[config.mk]
export PLATFORM = sky130hd
export DESIGN_NAME = alu_mc
export DESIGN_NICKNAME = d
export VERILOG_FILES = /design/src/rtl/alu_pkg.sv /design/src/rtl/alu_mul_iter.sv /design/src/rtl/alu_mc.sv
export SDC_FILE = /design/constraint.sdc
export NUM_CORES = 1
export LEC_CHECK = 0
export BUFFER_PORTS_ARGS = -buffer_cell sky130_fd_sc_hd__clkbuf_2
export CORE_MARGIN = 4
export CORE_UTILIZATION = 50
export DETAILED_ROUTE_END_ITERATION = 7
export PLACE_DENSITY = 0.67
export SETUP_SLACK_MARGIN = 0.1
export SLEW_MARGIN = 40
export SYNTH_ARGS = -nofsm -noshare
export SYNTH_HDL_FRONTEND = slang
export SYNTH_SLANG_ARGS = --single-unit
[constraint.sdc]
create_clock -name clk -period 4.75 [get_ports clk]
set_input_delay 0.95 -clock clk [delete_from_list [all_inputs] [get_ports clk]]
set_output_delay 0.95 -clock clk [all_outputs]
set_load 0.02 [all_outputs]
[src/rtl/alu_pkg.sv]
`default_nettype none
// ============================================================================
// Module      : alu_pkg
// Description : Shared opcodes, flag bit positions and FSM state encoding
//               for the multi-cycle ALU.
// Revision    : 1.0 - initial release
// ============================================================================
package alu_pkg;

    // Opcodes
    localparam logic [3:0] OP_ADD = 4'b0000;
    localparam logic [3:0] OP_SUB = 4'b0001;
    localparam logic [3:0] OP_AND = 4'b0010;
    localparam logic [3:0] OP_OR  = 4'b0011;
    localparam logic [3:0] OP_XOR = 4'b0100;
    localparam logic [3:0] OP_LSL = 4'b0101;
    localparam logic [3:0] OP_LSR = 4'b0110;
    localparam logic [3:0] OP_ASR = 4'b0111;
    localparam logic [3:0] OP_MUL = 4'b1000;

    // Bit positions inside alu_flags
    localparam int FLAG_N = 3;
    localparam int FLAG_Z = 2;
    localparam int FLAG_C = 1;
    localparam int FLAG_V = 0;

    // FSM state encoding
    localparam logic [1:0] ST_IDLE = 2'd0;
    localparam logic [1:0] ST_MUL  = 2'd1;
    localparam logic [1:0] ST_DONE = 2'd2;

endpackage
`default_nettype wire

[src/rtl/alu_mul_iter.sv]
`default_nettype none
// ============================================================================
// Module      : alu_mul_iter
// Description : Iterative unsigned shift-add multiplier, one multiplier bit
//               per clock. 'done' flags the final iteration edge and 'product'
//               carries the accumulator value that edge will produce, so the
//               parent can register the finished product on that same edge.
// Revision    : 1.0 - initial release
// ============================================================================
module alu_mul_iter #(
    parameter int WIDTH = 32,
    parameter int CW    = $clog2(WIDTH)
) (
    input  logic               clk,
    input  logic               rst_n,
    input  logic               start,
    input  logic [WIDTH-1:0]   a,
    input  logic [WIDTH-1:0]   b,
    output logic               busy,
    output logic               done,
    output logic [2*WIDTH-1:0] product
);

    localparam logic [CW-1:0] c_last = CW'(WIDTH - 1);

    logic [2*WIDTH-1:0] r_mcand;
    logic [WIDTH-1:0]   r_mplier;
    logic [2*WIDTH-1:0] r_acc;
    logic [CW-1:0]      r_cnt;
    logic               r_busy;
    logic [2*WIDTH-1:0] w_acc_next;

    assign w_acc_next = r_mplier[0] ? (r_acc + r_mcand) : r_acc;
    assign busy       = r_busy;
    assign done       = r_busy & (r_cnt == c_last);
    assign product    = w_acc_next;

    // Load operands on start, then add/shift one multiplier bit per cycle
    always_ff @(posedge clk or negedge rst_n) begin
        if (!rst_n) begin
            r_mcand  <= '0;
            r_mplier <= '0;
            r_acc    <= '0;
            r_cnt    <= '0;
            r_busy   <= 1'b0;
        end else if (start) begin
            r_mcand  <= {{WIDTH{1'b0}}, a};
            r_mplier <= b;
            r_acc    <= '0;
            r_cnt    <= '0;
            r_busy   <= 1'b1;
        end else if (r_busy) begin
            r_acc    <= w_acc_next;
            r_mcand  <= r_mcand << 1;
            r_mplier <= r_mplier >> 1;
            if (done) begin
                r_busy <= 1'b0;
                r_cnt  <= '0;
            end else begin
                r_cnt  <= r_cnt + CW'(1);
            end
        end
    end

endmodule
`default_nettype wire

[src/rtl/alu_mc.sv]
`default_nettype none
// ============================================================================
// Module      : alu_mc
// Description : Multi-cycle ALU with valid/ready handshake. Single-cycle ops
//               complete on the accept edge; MUL runs through the iterative
//               multiplier for WIDTH cycles. Result and NZCV are registered.
// Revision    : 1.0 - initial release
// ============================================================================
module alu_mc
    import alu_pkg::*;
#(
    parameter  int WIDTH = 32,
    localparam int SHW   = $clog2(WIDTH)
) (
    input  logic             clk,
    input  logic             rst_n,
    input  logic             in_valid,
    output logic             in_ready,
    input  logic [WIDTH-1:0] src_a,
    input  logic [WIDTH-1:0] src_b,
    input  logic [3:0]       alu_control,
    output logic             out_valid,
    input  logic             out_ready,
    output logic [WIDTH-1:0] alu_result,
    output logic [3:0]       alu_flags
);

    logic [1:0]         r_state;
    logic [WIDTH-1:0]   r_result;
    logic [3:0]         r_flags;

    logic               w_accept;
    logic               w_is_mul;
    logic [SHW-1:0]     w_amt;
    logic [WIDTH:0]     w_add;
    logic [WIDTH:0]     w_sub;
    logic [WIDTH:0]     w_shl;
    logic [WIDTH:0]     w_shr;
    logic signed [WIDTH:0] w_asr;
    logic [WIDTH-1:0]   w_res;
    logic               w_c;
    logic               w_v;
    logic [3:0]         w_flags;

    logic               w_mul_busy;
    logic               w_mul_done;
    logic [2*WIDTH-1:0] w_mul_prod;
    logic [WIDTH-1:0]   w_mul_lo;
    logic [3:0]         w_mul_flags;

    assign in_ready   = rst_n & ((r_state == ST_IDLE) | ((r_state == ST_DONE) & out_ready));
    assign out_valid  = (r_state == ST_DONE);
    assign alu_result = r_result;
    assign alu_flags  = r_flags;

    assign w_accept = in_valid & in_ready;
    assign w_is_mul = (alu_control == OP_MUL);
    assign w_amt    = src_b[SHW-1:0];

    // The extra top/bottom bit of each shift catches the last bit shifted out;
    // with amount 0 it stays 0, which gives carry = 0 for free.
    assign w_add = {1'b0, src_a} + {1'b0, src_b};
    assign w_sub = {1'b0, src_a} + {1'b0, ~src_b} + (WIDTH+1)'(1);
    assign w_shl = {1'b0, src_a} << w_amt;
    assign w_shr = {src_a, 1'b0} >> w_amt;
    assign w_asr = $signed({src_a, 1'b0}) >>> w_amt;

    alu_mul_iter #(
        .WIDTH (WIDTH)
    ) u_mul (
        .clk     (clk),
        .rst_n   (rst_n),
        .start   (w_accept & w_is_mul),
        .a       (src_a),
        .b       (src_b),
        .busy    (w_mul_busy),
        .done    (w_mul_done),
        .product (w_mul_prod)
    );

    assign w_mul_lo = w_mul_prod[WIDTH-1:0];

    // Single-cycle result, carry and overflow selected by opcode
    always_comb begin
        w_res = '0;
        w_c   = 1'b0;
        w_v   = 1'b0;
        case (alu_control)
            OP_ADD: begin
                w_res = w_add[WIDTH-1:0];
                w_c   = w_add[WIDTH];
                w_v   = (src_a[WIDTH-1] == src_b[WIDTH-1]) & (w_res[WIDTH-1] != src_a[WIDTH-1]);
            end
            OP_SUB: begin
                w_res = w_sub[WIDTH-1:0];
                w_c   = w_sub[WIDTH];
                w_v   = (src_a[WIDTH-1] != src_b[WIDTH-1]) & (w_res[WIDTH-1] != src_a[WIDTH-1]);
            end
            OP_AND: w_res = src_a & src_b;
            OP_OR:  w_res = src_a | src_b;
            OP_XOR: w_res = src_a ^ src_b;
            OP_LSL: begin
                w_res = w_shl[WIDTH-1:0];
                w_c   = w_shl[WIDTH];
            end
            OP_LSR: begin
                w_res = w_shr[WIDTH:1];
                w_c   = w_shr[0];
            end
            OP_ASR: begin
                w_res = w_asr[WIDTH:1];
                w_c   = w_asr[0];
            end
            default: begin
                w_res = '0;
                w_c   = 1'b0;
                w_v   = 1'b0;
            end
        endcase
    end

    // Pack NZCV for both the single-cycle path and the multiplier path
    always_comb begin
        w_flags              = '0;
        w_flags[FLAG_N]      = w_res[WIDTH-1];
        w_flags[FLAG_Z]      = ~|w_res;
        w_flags[FLAG_C]      = w_c;
        w_flags[FLAG_V]      = w_v;
        w_mul_flags          = '0;
        w_mul_flags[FLAG_N]  = w_mul_lo[WIDTH-1];
        w_mul_flags[FLAG_Z]  = ~|w_mul_lo;
        w_mul_flags[FLAG_C]  = 1'b0;
        w_mul_flags[FLAG_V]  = |w_mul_prod[2*WIDTH-1:WIDTH];
    end

    // Control FSM and output registers; an accept in DONE retires the old
    // result and issues the new op on the same edge, exactly as from IDLE.
    always_ff @(posedge clk or negedge rst_n) begin
        if (!rst_n) begin
            r_state  <= ST_IDLE;
            r_result <= '0;
            r_flags  <= '0;
        end else if (w_accept) begin
            if (w_is_mul) begin
                r_state <= ST_MUL;
            end else begin
                r_state  <= ST_DONE;
                r_result <= w_res;
                r_flags  <= w_flags;
            end
        end else begin
            case (r_state)
                ST_MUL: begin
                    if (w_mul_busy && w_mul_done) begin
                        r_state  <= ST_DONE;
                        r_result <= w_mul_lo;
                        r_flags  <= w_mul_flags;
                    end
                end
                ST_DONE: begin
                    if (out_ready) begin
                        r_state <= ST_IDLE;
                    end
                end
                default: r_state <= ST_IDLE;
            endcase
        end
    end

endmodule
`default_nettype wire
==> metrics, run 1 <==
Worst Max-Slew Pin Slew=0.804 ns; Slew headroom=45.7%; Post-Syn Area=22,700 um^2; worst vdd ir=0.455 mV; pin count of the biggest net entering global routing=75; Seq/Total Area, Yosys=22.4%; Vias=25,664; FF-to-FF path depth=14; # hold bufs at CTS=0; Max clock buf depth=3; Pwr Density=594 nW/um^2; placed cells=3,826; Reg2Reg Capture Point=alu_flags[0]; register area=5080 um^2; syn_nets=3,148; fillers=3,978; gpl congestion=1.09; setup violators final=0; share of flip-flops with an asynchronous set or reset=100%; clock tree root buffer cell=clkbuf_16; core area=44,600 um^2; Finished Layout Cells=3,876; Num CTS Buffers=26; die span in y=221 um; CP max FO=4; vias in the first global route=24,757; Hold Path Origin=alu_result[27]; Post-DP Area=26,700 um^2; Detailed Place HPWL=80,300 um; CP Data Required Time=5.21 ns; LEAKAGE=12.4 nW; # IOs=110; WP data arrival=5.09 ns; net count of the finished layout=3,508; total iterations of the first detailed-routing run=7; result of the run=complete, no violations; minimum clock period=4.63 ns; Die ar.=48,900 um^2; initial antenna violation count=5; Area growth syn-to-layout=21.8%; Commonest cells post-synth=nand2_1 (357), nor2_1 (282), o21ai_0 (231), a21oi_1 (207), dfrtp_1 (203); EDFF count, synth=0; Clk Latency, worst-skew pair=0.55 ns; wire length per cell=26.0 um; hold crit path type=reg2reg; remaining antenna violation count=0; Initial Utilization=50.9%; clock skew=0.0250 ns; Max-cap violations=0; CP Capture Type=flop; Reg clk slew, reported paths=0.06 ns; I/O Buffers=109; dominant synthesized flop cell=dfrtp_1; most frequent cell after synthesis=nand2_1; Crit Reg-Reg Startpoint=u_mul.r_acc[0]; leading area contributor after synthesis=dfrtp_1; Tcrit/Tclk final=97.6%; WHS=0.462 ns; clk sinks=203; YS warnings=0; grt ovf=0; crit path kind=in2reg; leading post-synthesis cells by cell area=dfrtp_1 (22%), ha_1 (9.4%), mux2i_1 (7.4%); Final Cell Area=27,700 um^2; global-route wire length before repair=151,000 um; r2r setup slk=0.30 ns; Die Wd=221 um; Iteration-0 DRC Markers=3,158; layout cell share with drive strength beyond 1=22.1%; Setup crit end=alu_flags[2]; Worst Setup SP=src_b[6]; nature of the critical path startpoint=input pin; RSZ-0062 raised after global routing=true; pre-CTS setup slack=-0.568 ns; Final Hold Vio Count=0; area of the multi-input gates=16,500 um^2; Routed WL=101,000 um; All-Layer GR Usage=39.1%; CTS H-Tree Depth=1; CTS tree=yes; row count=77; DRC Markers=0; Vias/cell=6.62; final setup margin=0.116 ns; Yosys cell types=91; Synth Register Bits=203; Synth top area share=22.4%; max-slew violations=0; Avg Inst Size Synth=7.83 um^2; Max Fclk=216 MHz; post-synthesis instance total=2,902
-- routing by layer --
layer  track usage [%]  vias up  routed length, um
met5                 0        -                 28
met4              21.9        6               7090
met3              7.69      410               9920
met2              61.9     1560              44500
met1              50.2    12212              39100
li1                  -    11476                  -
-- worst max-delay path, stage by stage --
cell       delay (ns)
clkbuf_2         0.17
inv_1            0.08
ha_1             0.33
a211oi_1         0.29
o21ai_0          0.14
o21a_1           0.14
buf_4            0.14
o21ai_1          0.32
buf_4            0.21
a2111oi_2        0.06
buf_4            0.15
o31ai_1          0.32
o311ai_0         0.35
a221o_1          0.44
nand4bb_1        0.27
nor4b_2          0.38
nand4_1          0.15
o31ai_2          0.18
-- worst min path at each step --
stage / end / cells past startpoint
after floorplan: u_mul.r_mplier[31] / 2
after global placement: alu_result[27] / 2
after detailed placement: alu_result[27] / 2
after CTS: alu_result[27] / 2
after global routing: alu_result[27] / 2
final: alu_result[27] / 2
-- flip-flops by register name, indices dropped and copies added (netlist names) --
signal,count
u_mul.r_acc,64
alu_result,32
alu_flags,3
u_mul.r_mplier,32
u_mul.r_cnt,5
u_mul.busy,1
r_state,2
u_mul.r_mcand,64
-- cell type report --
class                   count  share of cell area (%)
repair buffers            535                    14.3
clock buffers              34                    2.61
diodes                      2                  0.0181
flip-flops and latches    203                    18.4
clock inverters            14                   0.773
inverters                 120                    1.64
multi-input cells        2376                    59.6
well taps                 592                    2.68
-- logic make-up (layout without fill, tap and decap cells) --
family          Yosys count  count (layout)  synth area share (%)
fa+ha+maj               174             174                  9.68
compound gates          912             912                  26.5
flops                   203             203                  22.4
simple gates            984             984                  20.1
mux                     250             250                  13.5
xor+xnor                 56              56                  2.16
buf+inv                 323             703                  5.66
other cells               0               2                     0
-- stage by stage --
| step | power, W | utilization (%) | TNS, ns |
|---|---|---|---|
| 6_report | 0.0164 | 62.0 | 0 |
| 3_3_place_gp | 0.0137 | 59.7 | -1.05 |
| 5_1_grt | 0.0176 | 62.0 | 0 |
| 2_1_floorplan | 0.0105 | - | 0 |
| 3_5_place_dp | 0.0139 | 59.8 | -1.56 |
| 4_1_cts | 0.0162 | 61.9 | 0 |
-- where the power goes --
part           internal, W  total (W)  switching (W)
combinational      0.00430     0.0110        0.00667
sequential         0.00257    0.00333       0.000760
clock              0.00135    0.00214       0.000792
-- cells in the final DEF (no fill, tap or decap), types with 34 or more instances in the layout --
| cell | instances |
|---|---|
| clkbuf_2 | 107 |
| nor2_1 | 281 |
| a211oi_1 | 61 |
| a21oi_1 | 206 |
| inv_1 | 116 |
| mux2i_1 | 167 |
| buf_4 | 409 |
| nor3_1 | 58 |
| nand2b_1 | 34 |
| nand2_1 | 356 |
| nand3_1 | 50 |
| o21ai_0 | 229 |
| dfrtp_1 | 201 |
| mux2_2 | 38 |
| ha_1 | 170 |
| mux4_2 | 40 |
-- repair_timing --
item | CTS | global route
buffers inserted | 0 | 0
resized for setup | 1 | 11
endpoints found under the setup margin | 1 | 2
gates cloned | 0 | 0
pin swaps | 0 | 2
hold endpoints to repair | 0 | 0
Note: power is estimated with default switching activity, not from simulation.
==> inputs of run 2 (changes only) <==
Settings changed: CORE_UTILIZATION 50 to 62, PLACE_DENSITY 0.67 to 0.8.
==> run 2 against run 1 <==
Effect of this change: final cell count decreased by 5.4%; count of clock-buffer cells in the layout unchanged; non-clock buffer count is 72 lower; sequential power up 2%; design area down 3.0%; via count up 2.4%; routed wire length fell by 4.1%; largest cell class unchanged; register-to-register slack got worse by 0.22 ns; critical path depth shrank 5; highest routed layer unchanged; clock power is 18% lower; combinational power about the same; flip-flop and latch count unchanged.
==> metrics, run 2 (same netlist as run 1, synthesis figures left out) <==
Crit Reg-Reg Startpoint=u_mul.r_acc[4]; wire length per cell=26.3 um; worst path bufs/invs=0; max incr delay on CP=0.60 ns; All-Layer GR Usage=47.1%; Routed WL=96,600 um; Slowest-stage cell, CP=a211oi_1; Max clock buf depth=3; row count=69; Max Fclk=214 MHz; clock skew=0.0175 ns; clk sinks=203; Worst Max-Slew Pin Slew=0.765 ns; Iteration-0 DRC Markers=3,475; gpl congestion=1.11; CTS H-Tree Depth=1; r2r setup slk=0.08 ns; WP data arrival=5.04 ns; Die Wd=199 um; Slew headroom=48.8%; Clk Latency, worst-skew pair=0.53 ns; crit path kind=reg2reg; Vias=26,279; Area growth syn-to-layout=18.2%; Die ar.=39,800 um^2; nature of the critical path startpoint=flop; Final Power=0.0160 W; result of the run=complete, no violations; biggest regs=u_mul.r_acc (64), u_mul.r_mcand (64); Vias/cell=7.17; CP Data Required Time=5.12 ns; die span in y=199 um; Reg clk slew, reported paths=0.06 ns; core area=35,800 um^2; family with the most delay on the worst path=compound AO/OA/AOI/OAI gates; total iterations of the first detailed-routing run=7; CTS tree=yes; vias in the first global route=25,179; Post-DP Area=26,000 um^2; Worst Setup SP=u_mul.r_acc[4]; layout cell share with drive strength beyond 1=20.2%; Max-cap violations=0; pin count of the biggest net entering global routing=141; Tcrit/Tclk final=98.3%; setup violators final=0; worst vdd ir=0.427 mV; Final Cell Area=26,800 um^2; Initial Utilization=63.4%; CP Cell Sequence=ha_1 > o211ai_1 > o21ai_0 > or2_2 > a31oi_1 > a211oi_1 > nor2_1 > a21oi_1 > a311oi_1 > a221oi_1 > nor4bb_1 > and4_1 > a41oi_1; # hold bufs at CTS=0; initial antenna violation count=8; I/O Buffers=109; Reg2Reg Capture Point=alu_flags[0]; net count of the finished layout=3,433; cell depth of the worst setup path=13; CP max FO=6; CP Capture Type=flop; clock tree root buffer cell=clkbuf_16; minimum clock period=4.67 ns; Detailed Place HPWL=74,000 um; remaining antenna violation count=0; grt ovf=0; Setup crit end=alu_flags[0]; FF-to-FF path depth=13; DRC Markers=0; max-slew violations=0; # IOs=110; Pwr Density=595 nW/um^2; most common cell after layout, fill and taps aside=nand2_1; hold crit path type=in2async; highest-count cells in the layout ignoring fill and taps=nand2_1 (356), buf_4 (332), nor2_1 (280); Final Hold Vio Count=0; Num CTS Buffers=23; LEAKAGE=12.0 nW; RSZ-0062 raised after global routing=true; global-route wire length before repair=146,000 um
run 2: cell types whose count changed in the layout (fill, tap and decap cells not counted), moves of 2 or more:
cell,change
inv_6,-2
diode_2,+2
buf_6,-2
buf_4,-77
buf_12,+5
clkbuf_8,+4
clkbuf_16,-4
clkinvlp_4,-2
bufinv_16,-4
run 2: layout make-up:
cell class | count | area, um^2
fill | 2739 | 8980
tap | 461 | 577
clock inverter | 6 | 57.6
timing repair buffer | 463 | 3480
sequential | 203 | 5080
clock buffer | 34 | 677
multi-input combinational | 2376 | 16500
inverter | 120 | 454
antenna | 4 | 10.0
run 2: where the power goes:
part           internal [W]  total, W  switching [W]
registers           0.00257   0.00339       0.000819
clock network       0.00103   0.00175       0.000716
logic               0.00419    0.0108        0.00664
run 2: routing by layer:
metal	up-vias	global-route usage [%]	wire, um
met5	-	0	35
met4	6	30.4	8410
met3	592	11.5	12600
met2	2191	72.2	41300
met1	12195	59.5	34200
li1	11295	-	-
run 2: stage by stage:
step                      cells  util (%)  hold slack [ns]  TNS [ns]  setup slack [ns]
after CTS                  3660      74.6            0.482         0             0.132
after global routing       3664      74.9            0.400         0            0.0311
final                      3667      74.9            0.389         0            0.0789
after detailed placement   3620      72.5            0.470    -0.718            -0.340
after floorplan            2902         -            0.502         0            0.0864
after global placement     3619      72.4            0.454    -0.267            -0.241
run 2: repair_timing:
item | 4_1_cts | 5_1_grt
buffers inserted | 0 | 1
endpoints found under the setup margin | 0 | 3
hold endpoints to repair | 0 | 0
resized for setup | 0 | 13
run 2: how the worst min path moves through the flow:
stage / end / slack, ns
5_1_grt: u_mul.r_mcand[8] / 0.40
4_1_cts: alu_result[1] / 0.48
3_3_place_gp: alu_result[27] / 0.45
2_1_floorplan: u_mul.r_mplier[31] / 0.50
3_5_place_dp: alu_result[1] / 0.47
6_report: u_mul.r_acc[7] / 0.39
